**src/rtl/uart_pkg.sv**
```systemverilog
// Shared UART definitions: ASCII constants, parser state encoding and error codes.
package uart_pkg;

  localparam logic [7:0] ASCII_CR   = 8'h0D;
  localparam logic [7:0] ASCII_LF   = 8'h0A;
  localparam logic [7:0] ASCII_SP   = 8'h20;
  localparam logic [7:0] ASCII_0    = 8'h30;
  localparam logic [7:0] ASCII_9    = 8'h39;
  localparam logic [7:0] ASCII_X_LO = 8'h78;
  localparam logic [7:0] ASCII_X_UP = 8'h58;

  typedef enum logic [1:0] {
    ST_IDLE,
    ST_DEC,
    ST_HEX,
    ST_DISCARD
  } parse_state_t;

  typedef enum logic [1:0] {
    ERR_NONE     = 2'd0,
    ERR_BADCHAR  = 2'd1,
    ERR_OVERFLOW = 2'd2,
    ERR_EMPTY    = 2'd3
  } err_code_t;

endpackage

```
**src/rtl/ascii_classify.sv**
```systemverilog
// Combinational byte classifier: digit / hex / terminator / space, plus nibble value.
module ascii_classify
  import uart_pkg::*;
(
  input  logic [7:0] i_byte,
  output logic       o_is_digit,
  output logic       o_is_hex,
  output logic       o_is_term,
  output logic       o_is_space,
  output logic [3:0] o_nibble
);

  logic w_lc;
  logic w_uc;

  assign o_is_digit = (i_byte >= ASCII_0) && (i_byte <= ASCII_9);
  assign w_lc       = (i_byte >= 8'h61) && (i_byte <= 8'h66);
  assign w_uc       = (i_byte >= 8'h41) && (i_byte <= 8'h46);
  assign o_is_hex   = o_is_digit | w_lc | w_uc;
  assign o_is_term  = (i_byte == ASCII_CR) || (i_byte == ASCII_LF);
  assign o_is_space = (i_byte == ASCII_SP);

  // 'a'/'A' have low nibble 1, so letters map to low nibble + 9
  assign o_nibble = o_is_digit  ? i_byte[3:0] :
                    (w_lc|w_uc) ? i_byte[3:0] + 4'd9 :
                                  4'd0;

endmodule

```
**src/rtl/uart_line_parser.sv**
```systemverilog
// Decimal line parser for uart_rx bytes; hex lines ("x..") with UART_LINE_PARSER_HEX_EN.
module uart_line_parser
  import uart_pkg::*;
#(
  parameter int MAX_DIGITS = 3
) (
  input  logic       clk,
  input  logic       rst,
  input  logic [7:0] rx_data,
  input  logic       received,
  output logic [7:0] value,
  output logic       value_valid,
  output logic       err,
  output logic [1:0] err_code,
  output logic       busy
);

  parse_state_t r_state;
  logic [9:0]   r_acc;
  logic [1:0]   r_cnt;
  logic [7:0]   r_value;
  logic         r_vv;
  logic         r_err;
  err_code_t    r_code;

  logic         w_is_digit;
  logic         w_is_term;
  logic         w_is_space;
  logic [3:0]   w_nibble;
  logic [11:0]  w_dec_next;
  logic         w_dec_ovf;
`ifdef UART_LINE_PARSER_HEX_EN
  logic         w_is_hex;
  logic         w_is_x;

  assign w_is_x = (rx_data == ASCII_X_LO) || (rx_data == ASCII_X_UP);
`endif

  ascii_classify u_cls (
    .i_byte     (rx_data),
    .o_is_digit (w_is_digit),
`ifdef UART_LINE_PARSER_HEX_EN
    .o_is_hex   (w_is_hex),
`else
    .o_is_hex   (),
`endif
    .o_is_term  (w_is_term),
    .o_is_space (w_is_space),
    .o_nibble   (w_nibble)
  );

  // acc*10 + digit kept at 12 bits so values past 1023 still compare correctly
  assign w_dec_next = ({2'b0, r_acc} << 3)
                    + ({2'b0, r_acc} << 1)
                    + {8'b0, w_nibble};
  assign w_dec_ovf  = (w_dec_next > 12'd255)
                    || (r_cnt == 2'(MAX_DIGITS));

  always_ff @(posedge clk) begin
    if (rst) begin
      r_state <= ST_IDLE;
      r_acc   <= '0;
      r_cnt   <= '0;
      r_value <= '0;
      r_vv    <= 1'b0;
      r_err   <= 1'b0;
      r_code  <= ERR_NONE;
    end else begin
      r_vv  <= 1'b0;
      r_err <= 1'b0;
      if (received) begin
        unique case (r_state)
          ST_IDLE: begin
            if (w_is_digit) begin
              r_acc   <= {6'b0, w_nibble};
              r_cnt   <= 2'd1;
              r_state <= ST_DEC;
`ifdef UART_LINE_PARSER_HEX_EN
            end else if (w_is_x) begin
              r_acc   <= '0;
              r_cnt   <= '0;
              r_state <= ST_HEX;
`endif
            end else if (!(w_is_term || w_is_space)) begin
              r_err   <= 1'b1;
              r_code  <= ERR_BADCHAR;
              r_state <= ST_DISCARD;
            end
          end
          ST_DEC: begin
            if (w_is_digit) begin
              if (w_dec_ovf) begin
                r_err   <= 1'b1;
                r_code  <= ERR_OVERFLOW;
                r_state <= ST_DISCARD;
              end else begin
                r_acc <= w_dec_next[9:0];
                r_cnt <= r_cnt + 2'd1;
              end
            end else if (w_is_term) begin
              r_value <= r_acc[7:0];
              r_vv    <= 1'b1;
              r_state <= ST_IDLE;
            end else begin
              r_err   <= 1'b1;
              r_code  <= ERR_BADCHAR;
              r_state <= ST_DISCARD;
            end
          end
`ifdef UART_LINE_PARSER_HEX_EN
          ST_HEX: begin
            if (w_is_hex) begin
              if (r_cnt == 2'd2) begin
                r_err   <= 1'b1;
                r_code  <= ERR_OVERFLOW;
                r_state <= ST_DISCARD;
              end else begin
                r_acc <= {2'b0, r_acc[3:0], w_nibble};
                r_cnt <= r_cnt + 2'd1;
              end
            end else if (w_is_term) begin
              if (r_cnt == 2'd0) begin
                r_err  <= 1'b1;
                r_code <= ERR_EMPTY;
              end else begin
                r_value <= r_acc[7:0];
                r_vv    <= 1'b1;
              end
              r_state <= ST_IDLE;
            end else begin
              r_err   <= 1'b1;
              r_code  <= ERR_BADCHAR;
              r_state <= ST_DISCARD;
            end
          end
`endif
          ST_DISCARD: begin
            if (w_is_term) r_state <= ST_IDLE;
          end
          default: r_state <= ST_IDLE;
        endcase
      end
    end
  end

  assign value       = r_value;
  assign value_valid = r_vv;
  assign err         = r_err;
  assign err_code    = r_code;
  assign busy        = (r_state != ST_IDLE);

endmodule

```
**config.mk**
```make
export PLATFORM = sky130hd
export DESIGN_NAME = uart_line_parser
export DESIGN_NICKNAME = d
export VERILOG_FILES = /design/src/rtl/uart_pkg.sv /design/src/rtl/ascii_classify.sv /design/src/rtl/uart_line_parser.sv
export SDC_FILE = /design/constraint.sdc
export NUM_CORES = 1
export LEC_CHECK = 0
export CAP_MARGIN = 20
export CORE_UTILIZATION = 45
export DETAILED_ROUTE_END_ITERATION = 10
export PLACE_DENSITY = 0.67
export SLEW_MARGIN = 15
export SYNTH_ARGS = -nofsm -noshare
export SYNTH_HDL_FRONTEND = slang
export SYNTH_SLANG_ARGS = --single-unit
export TNS_END_PERCENT = 5
```
**constraint.sdc**
```tcl
create_clock -name clk -period 5.2 [get_ports clk]
set_input_delay 0.52 -clock clk [delete_from_list [all_inputs] [get_ports clk]]
set_output_delay 0.52 -clock clk [all_outputs]
set_load 0.05 [all_outputs]
```
==> summary.md, run 1 <==
| Metric | Value |
|---|---|
| Crit path DAT | `4960 ps` |
| Peak per-stage delay on the critical path | `550 ps` |
| Flop2flop setup slack | `2050 ps` |
| Mux cell area share after synthesis | `5.87%` |
| # diodes | `0` |
| Initial DRC count | `55` |
| Mapped Area | `1900 um^2` |
| Post-synth EDFFs | `0` |
| Max-cap viol count | `0` |
| Buf/Inv on CP | `5` |
| Core ar. | `4030 um^2` |
| CTS tree | `done` |
| Worst R2R Start | `r_acc[0]` |
| Area Growth Syn to Fin | `18.4%` |
| # fillers | `383` |
| Root buf cell | `clkbuf_8` |
| Reg2reg path depth | `11` |
| CTS Buffer Depth | `2` |
| Max Clk Rate | `0.208 GHz` |
| Cell mode on critical path | `inv_1` |
| Io pins | `24` |
| Leakage | `0.983 nW` |
| Fin crit share | `92.2%` |
| Vias in the first global route | `1373` |
| Share of layout cells above drive strength 1 | `6.50%` |
| #FFs+latches synth | `26` |
| Worst Hold Class | `reg2reg` |
| Syn. warnings | `0` |
| Drt wl/cell | `13.7 um` |
| Syn_nets | `259` |
| Final wirelength | `4050 um` |
| Asr flop ratio synth | `0%` |
| Synth top area share | `27.5%` |
| Setup WS post-layout | `404 ps` |
| H-tree depth | `1` |
| Kind of critical path | `in2reg` |
| Seq/Total Area, Yosys | `27.5%` |
| RSZ-0062 raised after global routing | `false` |
| Worst Path Max Fanout | `17` |
| Final count of pins violating max slew | `0` |
| Slowest CP cell | `clkdlybuf4s50_1` |
| Clock sinks | `26` |
| Vias post-DR | `1642` |
| Synth top cells by count | `dfxtp_1 (26), ha_1 (23), nor2_1 (23), inv_1 (20), nand2_1 (19)` |
| Die ar. | `4480 um^2` |
| Max VDD drop | `0.262 mV` |
| Setup crit end | `r_cnt[1]` |
| Global-route usage over all layers | `19.1%` |
| Hold buffer count at CTS | `0` |
| Setup crit end kind | `register` |
| Critical R2R Capture | `r_cnt[1]` |
| PostCTS Resize Cnt | `0` |
| Worst endpoint required time | `5360 ps` |
| Post-DP Area | `2170 um^2` |
| Buffers on Ports | `23` |
| Syn Inst Count | `223` |
| Crit path time final | `4800 ps` |
| XOR/XNOR share of the synthesized area | `2.31%` |
| Pwr Density | `192 nW/um^2` |
| Final core occ | `55.7%` |
| Delay-heaviest family, CP | `simple AND/OR/NAND/NOR gates` |
| Primary FF master, synth | `dfxtp_1` |
| Yosys top cell by area | `dfxtp_1` |
| Design Area, Final | `2240 um^2` |
| Slew @ Worst Pin | `642 ps` |
| Antenna violations before repair | `0` |
| Design Power | `0.000431 W` |
| ANT nets after route | `0` |
| GP Congestion | `0.793` |
| Synth Area in Simple Gates | `19.5%` |
| Crit. path cell count | `18` |
| Final setup vio count | `0` |
| DRC | `0` |
| Grt total ovfl | `0` |
| First-pass GRT wire length | `6470 um` |
| Compound-Gate Fraction of Synth Area | `22.0%` |
| Adder-cell area share of the yosys netlist | `17.3%` |
| Status | `finished clean` |
| Inserted Clock Buffers | `3` |
| Critical Path Source | `rx_data[1]` |
| Clock Skews | `9.50 ps` |
| Pin count of the biggest net entering global routing | `19` |
| Vias/cell | `5.55` |
| Main combinational cell family by area after synthesis | `compound AO/OA/AOI/OAI gates` |
| Synth cell types | `46` |
| Placement Setup Slack | `122 ps` |
| Synth area leaders | `dfxtp_1 (27%), ha_1 (15%), mux2i_1 (5.3%), nor2_1 (4.6%), inv_1 (4.0%)` |
| Critical path, cell by cell | `clkdlybuf4s50_1, inv_1, ha_1, or3b_2, and4_1, a21oi_1, inv_1, fa_1, inv_1, fa_1, nand2b_1, a21oi_1, o221a_2, o21ai_1, nor4_4, buf_4, a2bb2oi_2, o21ai_0` |
| Most common cell in the netlist | `dfxtp_1` |
| Fin. Hold Viols | `0` |
| Std cell rows | `23` |
| Clock transition at path regs | `90 ps` |
| Die width | `66.9 um` |
| Skew-Pair Late Insertion Delay | `270 ps` |
| Rel. slew slack | `57.0%` |
| DP HPWL | `3190 um` |
| Die Y | `66.9 um` |
| Initial Utilization | `47.0%` |
| Startpoint Class | `input pin` |
| Post-synthesis area per instance | `8.50 um^2` |
| First-pass DRT Iterations | `4` |
| Post-CTS Setup Bufs | `0` |
| Setup TNS | `0 ps` |
| Nets | `283` |
==> layout by cell type, fill, tap and decap left out, types with 2 or more instances in the layout <==
cell type	n
nor2b_1	3
and3_1	4
inv_1	20
o2111a_1	2
nand2_1	19
clkdlybuf4s50_1	23
fa_1	2
mux2i_1	10
and4_1	2
buf_4	2
clkbuf_8	3
nand3_1	7
o221ai_1	5
nor2_1	23
and2_1	2
o211ai_1	2
nand2b_1	2
dfxtp_1	26
ha_1	23
o211a_1	2
o21bai_1	3
xor2_1	2
xnor2_1	3
nor3_1	7
a21oi_1	13
o22ai_1	5
o21ai_0	8
o2111ai_1	4
==> metrics by stage <==
stage | hold WS [ps] | std cells
after detailed placement | 457 | 292
after global placement | 451 | 292
after global routing | 502 | 296
final | 471 | 296
after floorplan | 442 | 223
after CTS | 475 | 296
==> flip-flops by register name, indices dropped and copies added (netlist names) <==
name         flops
err_code         2
err              1
value            8
r_acc           10
r_cnt            2
value_valid      1
r_state          2
==> where the power goes <==
group / leakage (nW) / internal (W) / switching, W
clock: 0.0357 / 0.000103 / 0.0000617
sequential: 0.210 / 0.000203 / 0.00000440
combinational: 0.737 / 0.0000231 / 0.0000359
==> worst min-delay path by stage <==
stage                      from     endpoint  slack [ps]  cells after the start
finish              err_code[0]  err_code[0]         470                      2
detailed placement  err_code[0]  err_code[0]         460                      2
global route        err_code[0]  err_code[0]         500                      2
floorplan              r_acc[9]     r_acc[9]         440                      1
CTS                 err_code[0]  err_code[0]         480                      2
global placement    err_code[0]  err_code[0]         450                      2
==> worst min-delay path, stage by stage (launching register included) <==
cell and delay (ps):
dfxtp_1 320, nand2_1 50, o22ai_1 60
==> area by class of cell <==
cell class | count | area (um^2) | area share, %
Multi-Input combinational cell | 171 | 1270 | 56.6
Clock inverter | 1 | 30.0 | 1.34
Tap cell | 50 | 62.6 | 2.79
Clock buffer | 3 | 41.3 | 1.84
Sequential cell | 26 | 520 | 23.2
Inverter | 20 | 75.1 | 3.34
Timing Repair Buffer | 25 | 245 | 10.9
==> logic make-up after synthesis <==
| group | Yosys count |
|---|---|
| AO/OA/AOI/OAI | 56 |
| XOR/XNOR | 5 |
| adder cells (fa/ha/maj) | 25 |
| buffers and inverters | 26 |
| flip-flops | 26 |
| multiplexers | 11 |
| AND/OR/NAND/NOR | 74 |
==> metal layers <==
metal | vias to the layer above | part of all wire [%] | GRT usage, %
li1 | 854 | - | -
met4 | 0 | 1.6 | 7.18
met3 | 6 | 1.8 | 1.54
met2 | 17 | 42 | 27.0
met5 | - | 0 | 0
met1 | 765 | 55 | 29.2
(Power assumes the default switching activity.)
==> run 2: changes to the inputs <==
Settings changed: DONT_BUFFER_PORTS from default to 1, PLACE_DENSITY 0.67 to default.
==> run 2 against run 1 <==
Against the previous run:
- cell count shrank 8.1%
- setup slack gained 460 ps
- critical endpoint is now r_acc[5]
- hold slack lost 160 ps
- highest routed layer unchanged
- critical path type unchanged
- via count shrank 3.2%
- combinational power shrank 39%
==> summary.md, run 2 (synthesis results as in run 1) <==
| Metric | Value |
|---|---|
| CTS tree | `done` |
| Vias/cell | `5.85 (+5.4%)` |
| Global-route usage over all layers | `19.8% (+0.72 points)` |
| Worst R2R Start | `r_acc[0]` |
| Psw | `0.0000977 W (-4.3%)` |
| RSZ-0062 raised after global routing | `false` |
| Commonest cells after routing, fill and taps aside | `dfxtp_1 (26), nor2_1 (23), ha_1 (23), inv_1 (20), nand2_1 (19)` |
| Gate power share | `9.5% (-4.2 points)` |
| Final count of pins violating max slew | `0 (unchanged)` |
| Clock Skews | `3.55 ps (-5.95 ps)` |
| Die Y | `66.9 um (unchanged)` |
| Max VDD drop | `0.157 mV (-40%)` |
| Setup TNS | `0 ps (unchanged)` |
| Vias post-DR | `1590 (-3.2%)` |
| # diodes | `0 (unchanged)` |
| Core ar. | `4030 um^2 (unchanged)` |
| Post-CTS Setup Bufs | `0 (unchanged)` |
| Reg2reg path depth | `10 (-1)` |
| Antenna violations before repair | `0 (unchanged)` |
| Clock Power Share | `34.4% (-3.8 points)` |
| Skew-Pair Late Insertion Delay | `270 ps (about the same)` |
| Biggest register | `r_acc` |
| Net Sw Frac | `25.7% (+2.0 points)` |
| Leading cell type in the layout, fill and taps excluded | `dfxtp_1` |
| Setup WS post-layout | `868 ps (+465 ps)` |
| CTS Buffer Depth | `2 (unchanged)` |
| Max Clk Rate | `0.231 GHz (+11%)` |
| Placement Setup Slack | `572 ps (+449 ps)` |
| Drt wl/cell | `14.9 um (+8.8%)` |
| Pin count of the biggest net entering global routing | `19 (unchanged)` |
| Vias in the first global route | `1439 (+4.8%)` |
| # fillers | `405 (+5.7%)` |
| Critical path, cell by cell | `inv_1, ha_1, or3b_2, and4_1, a21oi_1, inv_1, fa_1, inv_1, fa_1, nand2b_1, a21oi_1, o221a_2, o21ai_1, nor4_4, a2bb2oi_2, o22ai_1` |
| Grt total ovfl | `0 (unchanged)` |
| Flop2flop setup slack | `1880 ps (-170 ps)` |
| Hold buffer count at CTS | `0 (unchanged)` |
| Worst endpoint required time | `5360 ps (about the same)` |
| Worst Min Path Start | `rst` |
| PostCTS Resize Cnt | `0 (unchanged)` |
| Clock transition at path regs | `90 ps (about the same)` |
| Fin crit share | `83.3% (-8.9 points)` |
| First-pass DRT Iterations | `4 (unchanged)` |
| Fin. Hold Viols | `0 (unchanged)` |
| Io pins | `24 (unchanged)` |
| Share of layout cells above drive strength 1 | `6.76% (+0.25 points)` |
| Slew @ Worst Pin | `628 ps (-14.3 ps)` |
| Initial DRC count | `120 (+120%)` |
| Crit path time final | `4330 ps (-465 ps)` |
| DP HPWL | `3090 um (-3.2%)` |
| Clock sinks | `26 (unchanged)` |
| First-pass GRT wire length | `6760 um (+4.5%)` |
| Hold endpoint | `value[0]` |
| Startpoint Class | `input pin` |
| Max FFs per register | `10 (unchanged)` |
| Initial Utilization | `47.0% (unchanged)` |
| Pwr Density | `191 nW/um^2 (-0.48%)` |
| Leakage | `0.886 nW (-9.8%)` |
| Std cell rows | `23 (unchanged)` |
| Hold Path Stages | `1 (-1)` |
| Setup crit end kind | `register` |
| Peak per-stage delay on the critical path | `610 ps (+60 ps)` |
| Inserted Clock Buffers | `3 (unchanged)` |
| Sequential share of power | `56.0% (+7.9 points)` |
| Status | `finished clean` |
| Power Internal | `0.000282 W (-14%)` |
| Rel. slew slack | `57.8% (+0.78 points)` |
| Critical R2R Capture | `r_acc[5]` |
| GP Congestion | `0.877 (+11%)` |
| Buffers on Ports | `0 (-100%)` |
| H-tree depth | `1 (unchanged)` |
| Worst Hold Class | `in2reg` |
| Die ar. | `4480 um^2 (unchanged)` |
| Worst Path Max Fanout | `10 (-7)` |
| Kind of critical path | `in2reg` |
| Crit path DAT | `4490 ps (-470 ps)` |
| DRC | `0 (unchanged)` |
| Final setup vio count | `0 (unchanged)` |
| Root buf cell | `clkbuf_8` |
| Die width | `66.9 um (unchanged)` |
| Cell mode on critical path | `inv_1` |
| ANT nets after route | `0 (unchanged)` |
| Final wirelength | `4050 um (about the same)` |
| Slowest CP cell | `nor4_4` |
| Nets | `259 (-8.5%)` |
| Max-cap viol count | `0 (unchanged)` |
| Area Growth Syn to Fin | `5.02%` |
## run 2: cell types whose count changed in the layout (fill, tap and decap cells not counted), sizes merged
cell,delta
clkdlybuf4s50,-23
buf,-1
bufinv,-1
clkbuf,+1
## run 2: cell type report
type	instances	area (um^2)	area share, %
Multi-Input combinational cell	171	1270	63.8
Timing Repair Buffer	1	7.51	0.377
Sequential cell	26	520	26.1
Tap cell	50	62.6	3.14
Inverter	20	75.1	3.77
Clock buffer	4	55.1	2.77
## run 2: worst max-delay path: cells and delay by family
family,cells,cell delay [ps]
fa+ha+maj,3,1130
buf+inv,3,220
simple gates,4,1490
compound gates,6,1120
## run 2: per-stage QoR
step                      hold WS [ps]  total power (W)  utilization, %  cell area (um^2)  cells
after floorplan                    442         0.000248               -              1900    223
final                              307         0.000380            49.4              1990    272
after CTS                          300         0.000385            49.4              1990    272
after global placement             467         0.000254            48.0              1940    268
after detailed placement           466         0.000253            48.0              1940    268
after global routing               295         0.000395            49.4              1990    272
## run 2: worst max path at each step
stage          slack (ps)        from        to  depth (start not counted)
3_3_place_gp          630  rx_data[0]  r_cnt[1]                         15
4_1_cts               860  rx_data[1]  r_acc[5]                         16
6_report              870  rx_data[0]  r_acc[5]                         16
5_1_grt               470  rx_data[1]  r_cnt[1]                         17
3_5_place_dp          570  rx_data[1]  r_cnt[1]                         16
2_1_floorplan         970  rx_data[1]  r_acc[5]                         17
## run 2: power by group through the flow
stage               combinational, W  clock (W)  sequential, W
floorplan                  0.0000329          0       0.000215
global placement           0.0000363          0       0.000218
detailed placement         0.0000358          0       0.000218
CTS                        0.0000361   0.000136       0.000213
global route               0.0000404   0.000141       0.000214
finish                     0.0000362   0.000131       0.000213
## run 2: per-layer routing
layer,part of all wire [%],vias up,wire [um],GRT usage (%)
met1,53,742,2130,30.8
met2,41,30,1670,27.3
met5,0,-,0,0
li1,-,813,-,-
met3,4.5,5,181,2.40
met4,1.5,0,59,6.65
